==> src/rtl/cache_pkg.sv <==
// Shared types for the load channel arbiter: requester ids, FSM states, bus widths.
package cache_pkg;

  localparam int unsigned AddrWidth = 32;
  localparam int unsigned DataWidth = 32;

  // Owner id of an outstanding load: 0 = instruction cache, 1 = data cache.
  typedef logic requester_id_t;

  localparam requester_id_t ReqIcache = 1'b0;
  localparam requester_id_t ReqDcache = 1'b1;

  typedef enum logic [1:0] {
    StIdle   = 2'd0,
    StLockM0 = 2'd1,
    StLockM1 = 2'd2
  } arb_state_t;

endpackage

==> src/rtl/load_channel_arbiter_if.sv <==
// Requester, memory and status signals of the load channel arbiter.
// slave: the arbiter side; master: the requester/memory environment side.
interface load_channel_arbiter_if;
  import cache_pkg::*;

  logic                 m0_request_i;
  logic [AddrWidth-1:0] m0_address_i;
  logic                 m0_invalidate_i;
  logic                 m0_grant_o;
  logic [DataWidth-1:0] m0_data_o;
  logic                 m0_valid_o;

  logic                 m1_request_i;
  logic [AddrWidth-1:0] m1_address_i;
  logic                 m1_invalidate_i;
  logic                 m1_grant_o;
  logic [DataWidth-1:0] m1_data_o;
  logic                 m1_valid_o;

  logic                 mem_request_o;
  logic [AddrWidth-1:0] mem_address_o;
  logic                 mem_invalidate_o;
  logic [DataWidth-1:0] mem_data_i;
  logic                 mem_valid_i;

  logic                 error_o;

  modport slave (
    input  m0_request_i, m0_address_i, m0_invalidate_i,
    input  m1_request_i, m1_address_i, m1_invalidate_i,
    input  mem_data_i, mem_valid_i,
    output m0_grant_o, m0_data_o, m0_valid_o,
    output m1_grant_o, m1_data_o, m1_valid_o,
    output mem_request_o, mem_address_o, mem_invalidate_o, error_o
  );

  modport master (
    output m0_request_i, m0_address_i, m0_invalidate_i,
    output m1_request_i, m1_address_i, m1_invalidate_i,
    output mem_data_i, mem_valid_i,
    input  m0_grant_o, m0_data_o, m0_valid_o,
    input  m1_grant_o, m1_data_o, m1_valid_o,
    input  mem_request_o, mem_address_o, mem_invalidate_o, error_o
  );

endinterface

==> src/rtl/owner_fifo.sv <==
// FIFO of owner ids for outstanding loads; memory responses return in order,
// so the head names the requester of the next response.
module owner_fifo import cache_pkg::*; #(
  parameter int unsigned DEPTH = 8
) (
  input  logic          clk_i,
  input  logic          rst_n_i,
  input  logic          push_i,
  input  requester_id_t id_i,
  input  logic          pop_i,
  input  logic          flush_i,
  output logic          full_o,
  output logic          empty_o,
  output requester_id_t head_o
);

  localparam int unsigned PtrW = $clog2(DEPTH);
  localparam int unsigned CntW = PtrW + 1;

  logic [DEPTH-1:0] owner_q;
  logic [PtrW-1:0]  wr_ptr_q;
  logic [PtrW-1:0]  rd_ptr_q;
  logic [CntW-1:0]  count_q;
  logic             do_push;
  logic             do_pop;

  assign full_o  = (count_q == CntW'(DEPTH));
  assign empty_o = (count_q == '0);
  assign do_push = push_i & ~full_o;
  assign do_pop  = pop_i & ~empty_o;
  assign head_o  = requester_id_t'(owner_q[rd_ptr_q]);

  // Storage, wrapping pointers and occupancy; flush drops every entry.
  always_ff @(posedge clk_i or negedge rst_n_i) begin
    if (!rst_n_i) begin
      owner_q  <= '0;
      wr_ptr_q <= '0;
      rd_ptr_q <= '0;
      count_q  <= '0;
    end else if (flush_i) begin
      wr_ptr_q <= '0;
      rd_ptr_q <= '0;
      count_q  <= '0;
    end else begin
      if (do_push) begin
        owner_q[wr_ptr_q] <= id_i;
        wr_ptr_q          <= wr_ptr_q + PtrW'(1);
      end
      if (do_pop) begin
        rd_ptr_q <= rd_ptr_q + PtrW'(1);
      end
      if (do_push && !do_pop) begin
        count_q <= count_q + CntW'(1);
      end else if (do_pop && !do_push) begin
        count_q <= count_q - CntW'(1);
      end
    end
  end

endmodule

==> src/rtl/load_channel_arbiter.sv <==
// Arbitrates the instruction- and data-cache load requests onto one memory load
// channel with zero-latency grants, burst locking and in-order response routing.
// Optional macro LOAD_ARBITER_ROUND_ROBIN_EN: round-robin winner selection in
// IDLE; without it the data cache (m1) has fixed priority.
module load_channel_arbiter import cache_pkg::*; #(
  parameter int unsigned BURST = 4,
  parameter int unsigned DEPTH = 8
) (
  input logic                   clk_i,
  input logic                   rst_n_i,
  load_channel_arbiter_if.slave bus
);

  localparam int unsigned BurstW = $clog2(BURST) + 1;

  arb_state_t        state_q;
  logic [BurstW-1:0] burst_count_q;
  logic [1:0]        req;
  logic              invalidate;
  logic              grant_any;
  logic              release_lock;
  requester_id_t     grant_id;
  requester_id_t     idle_winner;
  requester_id_t     head_id;
  logic              fifo_full;
  logic              fifo_empty;
  logic              pop;

  assign req        = {bus.m1_request_i, bus.m0_request_i};
  assign invalidate = bus.m0_invalidate_i | bus.m1_invalidate_i;

`ifdef LOAD_ARBITER_ROUND_ROBIN_EN
  requester_id_t rr_q;

  // Round-robin pick when both request; a lone requester always wins.
  always_comb begin
    if (req[0] && req[1]) begin
      idle_winner = rr_q;
    end else begin
      idle_winner = req[1] ? ReqDcache : ReqIcache;
    end
  end

  // Pointer moves to the other requester whenever a lock is released.
  always_ff @(posedge clk_i or negedge rst_n_i) begin
    if (!rst_n_i) begin
      rr_q <= ReqIcache;
    end else if (release_lock && !invalidate) begin
      rr_q <= ~grant_id;
    end
  end
`else
  assign idle_winner = req[1] ? ReqDcache : ReqIcache;
`endif

  // Grant decision for the current cycle; full FIFO or invalidate blocks it.
  always_comb begin
    grant_any    = 1'b0;
    grant_id     = idle_winner;
    release_lock = 1'b0;
    unique case (state_q)
      StIdle: begin
        grant_any = |req;
      end
      StLockM0, StLockM1: begin
        grant_id = (state_q == StLockM1) ? ReqDcache : ReqIcache;
        if (burst_count_q == BurstW'(BURST) || !req[grant_id]) begin
          release_lock = 1'b1;
        end else begin
          grant_any = 1'b1;
        end
      end
      default: ;
    endcase
    if (invalidate || fifo_full || !rst_n_i) begin
      grant_any = 1'b0;
    end
  end

  // Arbitration FSM with burst counter.
  always_ff @(posedge clk_i or negedge rst_n_i) begin
    if (!rst_n_i) begin
      state_q       <= StIdle;
      burst_count_q <= '0;
    end else if (invalidate || release_lock) begin
      state_q       <= StIdle;
      burst_count_q <= '0;
    end else if (grant_any) begin
      if (state_q == StIdle) begin
        state_q       <= grant_id ? StLockM1 : StLockM0;
        burst_count_q <= BurstW'(1);
      end else begin
        burst_count_q <= burst_count_q + BurstW'(1);
      end
    end
  end

  // Responses arriving during an invalidate are discarded with the flush.
  assign pop = bus.mem_valid_i & ~fifo_empty & ~invalidate;

  owner_fifo #(
    .DEPTH(DEPTH)
  ) u_fifo (
    .clk_i  (clk_i),
    .rst_n_i(rst_n_i),
    .push_i (grant_any),
    .id_i   (grant_id),
    .pop_i  (pop),
    .flush_i(invalidate),
    .full_o (fifo_full),
    .empty_o(fifo_empty),
    .head_o (head_id)
  );

  // Output drive; everything held at zero while reset is asserted.
  always_comb begin
    bus.m0_grant_o       = 1'b0;
    bus.m1_grant_o       = 1'b0;
    bus.m0_valid_o       = 1'b0;
    bus.m1_valid_o       = 1'b0;
    bus.m0_data_o        = '0;
    bus.m1_data_o        = '0;
    bus.mem_request_o    = 1'b0;
    bus.mem_address_o    = '0;
    bus.mem_invalidate_o = 1'b0;
    bus.error_o          = 1'b0;
    if (rst_n_i) begin
      bus.mem_invalidate_o = invalidate;
      bus.error_o          = bus.mem_valid_i & fifo_empty;
      if (grant_any) begin
        bus.mem_request_o = 1'b1;
        if (grant_id == ReqDcache) begin
          bus.m1_grant_o    = 1'b1;
          bus.mem_address_o = bus.m1_address_i;
        end else begin
          bus.m0_grant_o    = 1'b1;
          bus.mem_address_o = bus.m0_address_i;
        end
      end
      if (pop) begin
        if (head_id == ReqDcache) begin
          bus.m1_valid_o = 1'b1;
          bus.m1_data_o  = bus.mem_data_i;
        end else begin
          bus.m0_valid_o = 1'b1;
          bus.m0_data_o  = bus.mem_data_i;
        end
      end
    end
  end

endmodule

==> src/flat_wrapper.sv <==
// flat-port wrapper written by rule: the top's interface ports become plain ports
module load_channel_arbiter_flat import cache_pkg::*;
#(
  parameter int unsigned BURST = 4,
  parameter int unsigned DEPTH = 8
)
  (clk_i, rst_n_i, bus_m0_request_i, bus_m0_address_i, bus_m0_invalidate_i, bus_m1_request_i, bus_m1_address_i, bus_m1_invalidate_i, bus_mem_data_i, bus_mem_valid_i, bus_m0_grant_o, bus_m0_data_o, bus_m0_valid_o, bus_m1_grant_o, bus_m1_data_o, bus_m1_valid_o, bus_mem_request_o, bus_mem_address_o, bus_mem_invalidate_o, bus_error_o);
  load_channel_arbiter_if bus_i ();
  input logic clk_i;
  input logic rst_n_i;
  input wire logic [$bits(bus_i.m0_request_i)-1:0] bus_m0_request_i;
  input wire logic [$bits(bus_i.m0_address_i)-1:0] bus_m0_address_i;
  input wire logic [$bits(bus_i.m0_invalidate_i)-1:0] bus_m0_invalidate_i;
  input wire logic [$bits(bus_i.m1_request_i)-1:0] bus_m1_request_i;
  input wire logic [$bits(bus_i.m1_address_i)-1:0] bus_m1_address_i;
  input wire logic [$bits(bus_i.m1_invalidate_i)-1:0] bus_m1_invalidate_i;
  input wire logic [$bits(bus_i.mem_data_i)-1:0] bus_mem_data_i;
  input wire logic [$bits(bus_i.mem_valid_i)-1:0] bus_mem_valid_i;
  output wire logic [$bits(bus_i.m0_grant_o)-1:0] bus_m0_grant_o;
  output wire logic [$bits(bus_i.m0_data_o)-1:0] bus_m0_data_o;
  output wire logic [$bits(bus_i.m0_valid_o)-1:0] bus_m0_valid_o;
  output wire logic [$bits(bus_i.m1_grant_o)-1:0] bus_m1_grant_o;
  output wire logic [$bits(bus_i.m1_data_o)-1:0] bus_m1_data_o;
  output wire logic [$bits(bus_i.m1_valid_o)-1:0] bus_m1_valid_o;
  output wire logic [$bits(bus_i.mem_request_o)-1:0] bus_mem_request_o;
  output wire logic [$bits(bus_i.mem_address_o)-1:0] bus_mem_address_o;
  output wire logic [$bits(bus_i.mem_invalidate_o)-1:0] bus_mem_invalidate_o;
  output wire logic [$bits(bus_i.error_o)-1:0] bus_error_o;
  assign bus_i.m0_request_i = bus_m0_request_i;
  assign bus_i.m0_address_i = bus_m0_address_i;
  assign bus_i.m0_invalidate_i = bus_m0_invalidate_i;
  assign bus_i.m1_request_i = bus_m1_request_i;
  assign bus_i.m1_address_i = bus_m1_address_i;
  assign bus_i.m1_invalidate_i = bus_m1_invalidate_i;
  assign bus_i.mem_data_i = bus_mem_data_i;
  assign bus_i.mem_valid_i = bus_mem_valid_i;
  assign bus_m0_grant_o = bus_i.m0_grant_o;
  assign bus_m0_data_o = bus_i.m0_data_o;
  assign bus_m0_valid_o = bus_i.m0_valid_o;
  assign bus_m1_grant_o = bus_i.m1_grant_o;
  assign bus_m1_data_o = bus_i.m1_data_o;
  assign bus_m1_valid_o = bus_i.m1_valid_o;
  assign bus_mem_request_o = bus_i.mem_request_o;
  assign bus_mem_address_o = bus_i.mem_address_o;
  assign bus_mem_invalidate_o = bus_i.mem_invalidate_o;
  assign bus_error_o = bus_i.error_o;
  load_channel_arbiter #(.BURST(BURST), .DEPTH(DEPTH)) u_core (.clk_i(clk_i), .rst_n_i(rst_n_i), .bus(bus_i));
endmodule
==> config.mk <==
export PLATFORM = sky130hd
export DESIGN_NAME = load_channel_arbiter_flat
export DESIGN_NICKNAME = d
export VERILOG_FILES = /design/src/rtl/cache_pkg.sv /design/src/rtl/load_channel_arbiter_if.sv /design/src/rtl/owner_fifo.sv /design/src/rtl/load_channel_arbiter.sv /design/src/flat_wrapper.sv
export SDC_FILE = /design/constraint.sdc
export NUM_CORES = 1
export LEC_CHECK = 0
export CORE_MARGIN = 2
export CORE_UTILIZATION = 34
export DETAILED_ROUTE_END_ITERATION = 8
export PLACE_DENSITY = 0.93
export SYNTH_ARGS = -nofsm -noshare
export SYNTH_HDL_FRONTEND = slang
export SYNTH_SLANG_ARGS = --single-unit
==> constraint.sdc <==
create_clock -name clk_i -period 9 [get_ports clk_i]
set_input_delay 1.35 -clock clk_i [delete_from_list [all_inputs] [get_ports clk_i]]
set_output_delay 1.35 -clock clk_i [all_outputs]
set_load 0.02 [all_outputs]
==> results of run 1 <==
-- sequential cells by signal, summed over array words and instances (netlist names) --
signal / cells
u_core.u_fifo.owner_q: 8
u_core.u_fifo.rd_ptr_q: 3
u_core.burst_count_q: 3
u_core.u_fifo.wr_ptr_q: 3
u_core.state_q: 2
u_core.u_fifo.count_q: 4
-- logic make-up after synthesis --
| kind of cell | Yosys count | synth area share |
|---|---|---|
| adder cells (fa/ha/maj) | 11 | 0.0653 |
| multiplexers | 16 | 0.0872 |
| flip-flops | 23 | 0.259 |
| AO/OA/AOI/OAI | 62 | 0.218 |
| AND/OR/NAND/NOR | 146 | 0.282 |
| buffers and inverters | 32 | 0.0732 |
| XOR/XNOR | 4 | 0.0158 |
-- cell usage after synthesis, types with 3 or more instances --
cell       n
mux2i_1    7
a22o_1    32
nor2_1    79
a21oi_1    7
a31oi_1   11
o21ai_0    3
dfrtp_1   23
ha_1      10
nand2_1   41
buf_2      4
inv_1      9
nor3b_1    3
xor2_1     3
buf_6      5
nor4_1     4
nor3_1     6
mux2_2     7
clkbuf_1  14
-- path summary, 6_finish.rpt --
| path | endpoint | start | slack (ps) | cells after the start |
|---|---|---|---|---|
| max in group asynchronous | u_core.u_fifo.wr_ptr_q[0]$_DFFE_PN0P_ | rst_n_i | 7310 | 2 |
| setup reg to reg | u_core.u_fifo.count_q[3]$_DFFE_PN0P_ | u_core.state_q[1]$_DFFE_PN0P_ | 5850 | 10 |
| setup / recovery | bus_mem_address_o[0] | rst_n_i | 2760 | 7 |
| min in group asynchronous | u_core.u_fifo.owner_q[6]$_DFFE_PN0P_ | rst_n_i | 1450 | 2 |
| hold reg to reg | u_core.u_fifo.owner_q[6]$_DFFE_PN0P_ | u_core.u_fifo.owner_q[6]$_DFFE_PN0P_ | 510 | 1 |
| hold / removal | u_core.u_fifo.owner_q[6]$_DFFE_PN0P_ | u_core.u_fifo.owner_q[6]$_DFFE_PN0P_ | 510 | 1 |
-- critical path, cell delays in order --
cell             delay (ps)
clkdlybuf4s50_1         460
buf_4                   300
inv_1                   170
a2111o_1                630
nor3_4                 1020
a22o_1                  320
clkdlybuf4s50_1         610
-- report_power, final --
part	internal [W]	total, W	switching [W]	leakage [nW]
clock	0.0000316	0.0000638	0.0000322	0.0228
sequential	0.000107	0.000110	0.00000310	0.317
combinational	0.0000665	0.000131	0.0000644	1.34
-- final cells by class --
cell class / instances / share of cell area
inverter: 9 / 0.00782
multi-input combinational: 239 / 0.346
tap: 77 / 0.0223
sequential: 23 / 0.133
timing repair buffer: 208 / 0.480
clock buffer: 4 / 0.0104
-- routing by layer --
metal / wire length (um) / vias to the layer above / track usage
met5: 0 / - / 0
met4: 178 / 0 / 0.0577
met3: 591 / 17 / 0.0399
met2: 4760 / 138 / 0.452
met1: 3400 / 1343 / 0.275
li1: - / 1412 / -
-- through the flow --
step / utilization / worst slack (ps)
2_1_floorplan: - / 4760
3_3_place_gp: 0.673 / 2910
3_5_place_dp: 0.673 / 2780
4_1_cts: 0.680 / 2770
5_1_grt: 0.680 / 2580
6_report: 0.680 / 2760
==> impl_metrics.py, run 1 <==
metrics = {
    "power_and_ir_drop": {
        "power_density_nw_per_um2": 70.5,
        "irDropWorstVdd_uv": 44.9,
        "leakage_nw": 1.68,
        "total_power_w": 0.000304,
    },
    "floorplanning": {
        "dieHeight_um": 84.9,
        "core_area_um2": 6350,
        "fp.dieW_um": 84.9,
        "die-area_um2": 7200,
        "start_util": 0.350,
        "ios": 206,
        "num_rows": 29,
    },
    "place": {
        "post_dp_cell_area_um2": 4280,
        "dp.cells": 556,
        "place_congestion": 0.878,
        "place_hpwl_mm": 7.11,
        "port_buffers": 205,
    },
    "timing": {
        "relSlewSlack": 0.200,
        "worst_pin_slew_ps": 1200,
        "rsz0062_at_grt": "no",
        "fin_crit_ps": 6240,
        "holdWs_ps": 513,
        "finalSetupViolations": 0,
        "maxClockFrequency_ghz": 0.160,
        "maxSlewViolCount": 0,
        "post-route-period-util": 0.693,
        "skew_ps": 5.80,
        "hold_viol": 0,
        "setup_tns_ps": 0,
    },
    "clock_tree": {
        "cts_root_buf": "clkbuf_8",
        "numCtsBuffers": 3,
        "h-tree-depth": 1,
        "path_clk_slew_ps": 80,
        "cts_sinks": 23,
        "cts_resized": 0,
        "cts_hold_buf": 0,
        "postCtsSetupBuffers": 0,
        "clk_latency_ps": 260,
        "cts_tree": "done",
        "cts_buffer_depth": 2,
    },
    "logic_synthesis": {
        "avgSynthCellArea_um2": 7.56,
        "syn-num-nets": 408,
        "synth-seq-cells": 23,
        "synth_area_leaders": "dfrtp_1 (26%), nor2_1 (13%), a22o_1 (13%)",
        "synthCells": 294,
        "async_flop_share": 1.00,
        "synth_edf_count": 0,
        "ys_warn_count": 0,
        "ys_types": 39,
        "synth_top_area_share": 0.259,
        "ys.flop_type": "dfrtp_1",
        "syn_area_um2": 2220,
        "synth_top_cell_by_area": "dfrtp_1",
        "ys_seq_area_frac": 0.259,
    },
    "cells_and_area": {
        "register_area_um2": 576,
        "most-common-layout-cells": "clkdlybuf4s50_1 (205), nor2_1 (79), nand2_1 (41), a22o_1 (32), dfrtp_1 (23)",
        "area_growth_syn_to_layout_pct": 94.3,
        "final_area_um2": 4320,
        "drive_gt1_frac": 0.0455,
        "n_fill_cell": 489,
        "insertedDiodeCount": 0,
        "fin_nets": 598,
        "fin_cells": 560,
        "multi_input_area_um2": 1500,
        "final_common_cell": "clkdlybuf4s50_1",
    },
    "detailed_routing": {
        "first_iter_violations": 124,
        "routedWlPerCell_um": 15.9,
        "dr.pass1.iters": 4,
        "vias": 2910,
        "drc": 0,
        "wirelength_mm": 8.93,
        "viasPerCell": 5.20,
        "drtAntennaViolNets": 0,
    },
    "run": {
        "cap_violations": 0,
    },
    "global_routing": {
        "grt_pass1_wl_mm": 14.1,
        "grt_overflow": 0,
        "grt_use_total": 0.237,
        "grt_max_degree": 34,
        "grt_pass1_vias": 2896,
        "antenna_found_initial": 0,
    },
    "worst_setup_path": {
        "cp_max_fo": 33,
        "critical_path_required_ps": 7650,
        "end_kind": "output pin",
        "start_kind": "input pin",
        "worstSetupPathType": "input pin to output pin",
        "cp.arrival_ps": 4890,
    },
    "hold_path": {
        "hp-class": "flop to flop",
    },
    "outcome": {
        "outcome": "finished clean",
    },
}
Power figures use the tool's default switching activity.
==> inputs of run 2 (changes only) <==
Settings changed: CORE_UTILIZATION 34 to 28, PLACE_DENSITY 0.93 to 0.83.
Clock period 9 ns to 5.7 ns, I/O delays scaled along.
==> impl_metrics.py, run 2 (synthesized netlist as in run 1, its figures left out) <==
metrics = {
    "cells_and_area": {
        "area_growth_syn_to_layout_pct": 96.6,
        "drive_gt1_frac": 0.0515,
        "top_regs": "u_core.u_fifo.owner_q: 8 flops, u_core.u_fifo.count_q: 4 flops",
        "regMostFlops": "u_core.u_fifo.owner_q",
        "fin_nets": 600,
        "largest_reg_flops": 8,
        "final_common_cell": "clkdlybuf4s50_1",
        "fin_cells": 588,
        "most-common-layout-cells": "clkdlybuf4s50_1 (205), nor2_1 (79), nand2_1 (41), a22o_1 (32), dfrtp_1 (23)",
    },
    "floorplanning": {
        "core_area_um2": 7730,
        "fp.dieW_um": 93.1,
        "start_util": 0.288,
        "die-area_um2": 8670,
        "ios": 206,
        "num_rows": 32,
        "dieHeight_um": 93.1,
    },
    "hold_path": {
        "hold_depth": 1,
        "hp-class": "flop to flop",
    },
    "power_and_ir_drop": {
        "power_density_nw_per_um2": 110,
        "intPower_w": 0.000322,
        "p_comb_frac": 0.429,
        "irDropWorstVdd_uv": 74.9,
        "switching_share": 0.326,
        "switchingPower_w": 0.000156,
        "seq_power_share": 0.361,
        "total_power_w": 0.000479,
        "leakage_nw": 1.70,
        "p_clk_frac": 0.210,
    },
    "clock_tree": {
        "cts_tree": "done",
        "cts_sinks": 23,
        "cts_root_buf": "clkbuf_8",
        "numCtsBuffers": 3,
        "h-tree-depth": 1,
        "cts_hold_buf": 0,
        "cts_resized": 0,
        "cts_buffer_depth": 2,
        "postCtsSetupBuffers": 0,
        "path_clk_slew_ps": 80,
        "clk_latency_ps": 260,
    },
    "place": {
        "place_hpwl_mm": 7.60,
        "port_buffers": 205,
        "dp.cells": 583,
        "place_ws_ps": 1120,
        "place_congestion": 0.780,
    },
    "global_routing": {
        "grt_max_degree": 34,
        "antenna_found_initial": 1,
        "grt_pass1_wl_mm": 13.8,
        "grt_pass1_vias": 2766,
        "grt_use_total": 0.197,
        "grt_overflow": 0,
    },
    "detailed_routing": {
        "wl_met3_um": 847,
        "wirelength_mm": 9.27,
        "viasPerCell": 5.01,
        "dr.pass1.iters": 7,
        "topRoutingLayerUsed": "met4",
        "first_iter_violations": 211,
        "drtAntennaViolNets": 0,
        "drc": 0,
        "routedWlPerCell_um": 15.8,
        "vias": 2947,
        "met1_length_mm": 3.20,
        "wl_met2_mm": 5.08,
    },
    "worst_setup_path": {
        "worst-r2r-setup-slack_ps": 2560,
        "critical_path_required_ps": 4850,
        "endpoint": "bus_mem_address_o[17]",
        "r2r-end": "u_core.u_fifo.count_q[3]$_DFFE_PN0P_",
        "crit_start": "bus_m0_invalidate_i",
        "cp_max_fo": 33,
        "r2r_start": "u_core.state_q[1]$_DFFE_PN0P_",
        "worstSetupPathType": "input pin to output pin",
        "r2r_cells": 10,
        "start_kind": "input pin",
        "cp.arrival_ps": 3730,
        "end_kind": "output pin",
    },
    "timing": {
        "skew_ps": 3.80,
        "maxSlewViolCount": 0,
        "hold_viol": 0,
        "fin_crit_ps": 4590,
        "maxClockFrequency_ghz": 0.218,
        "relSlewSlack": 0.148,
        "rsz0062_at_grt": "no",
        "post-route-period-util": 0.805,
        "finalSetupViolations": 0,
        "fin_ws_ps": 1110,
        "setup_tns_ps": 0,
        "worst_pin_slew_ps": 1270,
    },
    "run": {
        "cap_violations": 0,
    },
    "outcome": {
        "outcome": "finished clean",
    },
}
[run 2: cell types whose count changed in the layout (fill, tap and decap cells not counted), sizes merged]
cell / change
diode: +1
buf: +2
clkbuf: -1
clkinv: +1
[run 2: final cells by class]
type,instances,area (um^2)
inverter,9,33.8
sequential,23,576
timing repair buffer,210,2090
antenna,1,2.50
multi-input combinational,239,1500
clock buffer,3,41.3
tap,102,128
fill,684,3360
clock inverter,1,5.00
[run 2: metal layers]
layer  global-route usage  up-vias
met5                    0        -
met4               0.0404        0
met3               0.0492       14
met2                0.401      146
met1                0.200     1372
li1                     -     1415
[run 2: critical path: stages]
cell and delay [ps]:
clkdlybuf4s50_1 450, or2_0 420, a2111o_1 580, nor3_4 210
buf_4 340, a22o_1 250, clkdlybuf4s50_1 620
[run 2: worst min path at each step]
stage / start / endpoint / slack, ps
3_5_place_dp: u_core.u_fifo.owner_q[6]$_DFFE_PN0P_ / u_core.u_fifo.owner_q[6]$_DFFE_PN0P_ / 500
5_1_grt: u_core.u_fifo.owner_q[6]$_DFFE_PN0P_ / u_core.u_fifo.owner_q[6]$_DFFE_PN0P_ / 540
4_1_cts: u_core.u_fifo.owner_q[6]$_DFFE_PN0P_ / u_core.u_fifo.owner_q[6]$_DFFE_PN0P_ / 520
6_report: u_core.u_fifo.owner_q[1]$_DFFE_PN0P_ / u_core.u_fifo.owner_q[1]$_DFFE_PN0P_ / 520
3_3_place_gp: u_core.u_fifo.owner_q[6]$_DFFE_PN0P_ / u_core.u_fifo.owner_q[6]$_DFFE_PN0P_ / 500
2_1_floorplan: u_core.u_fifo.owner_q[2]$_DFFE_PN0P_ / u_core.u_fifo.owner_q[2]$_DFFE_PN0P_ / 480
[run 2: power groups by stage]
stage / clock network [W] / registers, W / logic (W)
floorplan: 0 / 0.000175 / 0.0000934
global placement: 0 / 0.000176 / 0.000203
detailed placement: 0 / 0.000176 / 0.000206
CTS: 0.000103 / 0.000173 / 0.000207
global route: 0.000107 / 0.000174 / 0.000221
finish: 0.000100 / 0.000173 / 0.000205
[run 2: per-stage QoR]
stage / area (um^2) / util / hold WS (ps)
final: 4370 / 0.566 / 524
after global routing: 4370 / 0.566 / 541
after CTS: 4370 / 0.565 / 522
after detailed placement: 4320 / 0.559 / 503
after global placement: 4320 / 0.559 / 497
after floorplan: 2220 / - / 475
==> inputs of run 3 (changes only) <==
Clock period 5.7 ns to 4.1 ns, I/O delays scaled along.
==> impl_metrics.py, run 3 (synthesized netlist as in run 1, its figures left out) <==
metrics = {
    "floorplanning": {
        "dieHeight_um": 93.1,
        "num_rows": 32,
        "ios": 206,
        "die-area_um2": 8670,
        "core_area_um2": 7730,
        "start_util": 0.288,
        "fp.dieW_um": 93.1,
    },
    "global_routing": {
        "grt_overflow": 0,
        "grt_pass1_vias": 2895,
        "grt_pass1_wl_mm": 14.4,
        "grt_max_degree": 34,
        "grt_use_total": 0.206,
        "antenna_found_initial": 0,
    },
    "detailed_routing": {
        "drc": 0,
        "wl_met2_mm": 5.22,
        "drtAntennaViolNets": 0,
        "viasPerCell": 4.98,
        "first_iter_violations": 183,
        "vias": 2943,
        "wirelength_mm": 9.39,
        "met1_length_mm": 3.28,
        "topRoutingLayerUsed": "met4",
        "routedWlPerCell_um": 15.9,
        "dr.pass1.iters": 4,
        "wl_met3_um": 679,
    },
    "place": {
        "place_hpwl_mm": 7.75,
        "place_congestion": 0.810,
        "port_buffers": 205,
        "place_ws_ps": 257,
        "dp.cells": 587,
    },
    "cells_and_area": {
        "final_common_cell": "clkdlybuf4s50_1",
        "drive_gt1_frac": 0.0613,
        "most-common-layout-cells": "clkdlybuf4s50_1 (204), nor2_1 (79), nand2_1 (41), a22o_1 (32), dfrtp_1 (23)",
        "regMostFlops": "u_core.u_fifo.owner_q",
        "top_regs": "u_core.u_fifo.owner_q: 8 flops, u_core.u_fifo.count_q: 4 flops",
        "insertedDiodeCount": 0,
        "fin_nets": 604,
        "n_fill_cell": 672,
        "largest_reg_flops": 8,
        "area_growth_syn_to_layout_pct": 97.8,
        "fin_cells": 591,
        "final_core_util": 0.569,
    },
    "clock_tree": {
        "cts_resized": 0,
        "cts_sinks": 23,
        "path_clk_slew_ps": 90,
        "numCtsBuffers": 3,
        "cts_tree": "done",
        "clk_latency_ps": 270,
        "cts_root_buf": "clkbuf_8",
        "h-tree-depth": 1,
        "postCtsSetupBuffers": 0,
        "cts_buffer_depth": 2,
        "cts_hold_buf": 0,
    },
    "timing": {
        "worst_pin_slew_ps": 1100,
        "hold_viol": 0,
        "post-route-period-util": 0.937,
        "rsz0062_at_grt": "no",
        "relSlewSlack": 0.266,
        "fin_crit_ps": 3840,
        "holdWs_ps": 514,
        "skew_ps": 1.13,
        "setup_tns_ps": 0,
        "finalSetupViolations": 0,
        "maxSlewViolCount": 0,
        "fin_ws_ps": 259,
        "maxClockFrequency_ghz": 0.260,
    },
    "worst_setup_path": {
        "cp.arrival_ps": 3230,
        "critical_path_buf_inv_count": 3,
        "cp_max_fo": 33,
        "cp_cell_sequence": "clkdlybuf4s50_1, or2_0, a2111o_1, nor3_4, buf_4, a22o_1, clkdlybuf4s50_1",
        "slowest_stage": "clkdlybuf4s50_1",
        "worstSetupPathType": "input pin to output pin",
        "crit_family": "buffers and inverters",
        "end_kind": "output pin",
        "cp_slowest_stage_delay_ps": 620,
        "critical_path_required_ps": 3480,
        "timing.critical_path.mode_cell": "clkdlybuf4s50_1",
        "start_kind": "input pin",
    },
    "outcome": {
        "outcome": "finished clean",
    },
    "run": {
        "cap_violations": 0,
    },
    "power_and_ir_drop": {
        "irDropWorstVdd_uv": 126,
        "power_density_nw_per_um2": 155,
        "leakage_nw": 1.71,
    },
    "hold_path": {
        "hp-class": "flop to flop",
    },
}
[run 3: cell count changes in the layout (fill, tap and decap cells not counted), sizes merged]
cell           delta
buf               +5
clkdlybuf4s50     -1
clkinv            -1
clkinvlp          +1
diode             -1
[run 3: layout make-up]
cell class | count | area [um^2] | share of cell area
clock buffer | 3 | 41.3 | 0.00939
clock inverter | 1 | 7.51 | 0.00171
inverter | 9 | 33.8 | 0.00768
multi-input combinational | 239 | 1500 | 0.340
sequential | 23 | 576 | 0.131
tap | 102 | 128 | 0.0290
timing repair buffer | 214 | 2120 | 0.481
[run 3: path summary, 6_finish.rpt]
path,slack [ps],start,to,cells after the start
min,510,u_core.burst_count_q[0]$_DFFE_PN0P_,u_core.burst_count_q[0]$_DFFE_PN0P_,1
max,260,bus_m0_invalidate_i,bus_mem_address_o[8],7
min reg2reg,510,u_core.burst_count_q[0]$_DFFE_PN0P_,u_core.burst_count_q[0]$_DFFE_PN0P_,1
max in group asynchronous,3140,rst_n_i,u_core.u_fifo.count_q[3]$_DFFE_PN0P_,2
max reg2reg,970,u_core.state_q[1]$_DFFE_PN0P_,u_core.u_fifo.count_q[3]$_DFFE_PN0P_,10
min in group asynchronous,730,rst_n_i,u_core.burst_count_q[2]$_DFFE_PN0P_,2
[run 3: metrics by stage]
stage | total power [W] | cell area (um^2)
2_1_floorplan | 0.000373 | 2220
3_5_place_dp | 0.000535 | 4350
4_1_cts | 0.000684 | 4400
3_3_place_gp | 0.000529 | 4350
5_1_grt | 0.000720 | 4400
6_report | 0.000682 | 4400
[run 3: per-layer routing]
metal  GRT usage  vias up
li1            -     1417
met1       0.207     1386
met2       0.418      126
met3      0.0443       14
met4      0.0576        0
met5           0        -
[run 3: power by group]
part | internal, W | switching [W] | leakage (nW) | total [W]
clock | 0.0000689 | 0.0000819 | 0.0217 | 0.000151
sequential | 0.000234 | 0.00000693 | 0.317 | 0.000241
combinational | 0.000149 | 0.000141 | 1.38 | 0.000290
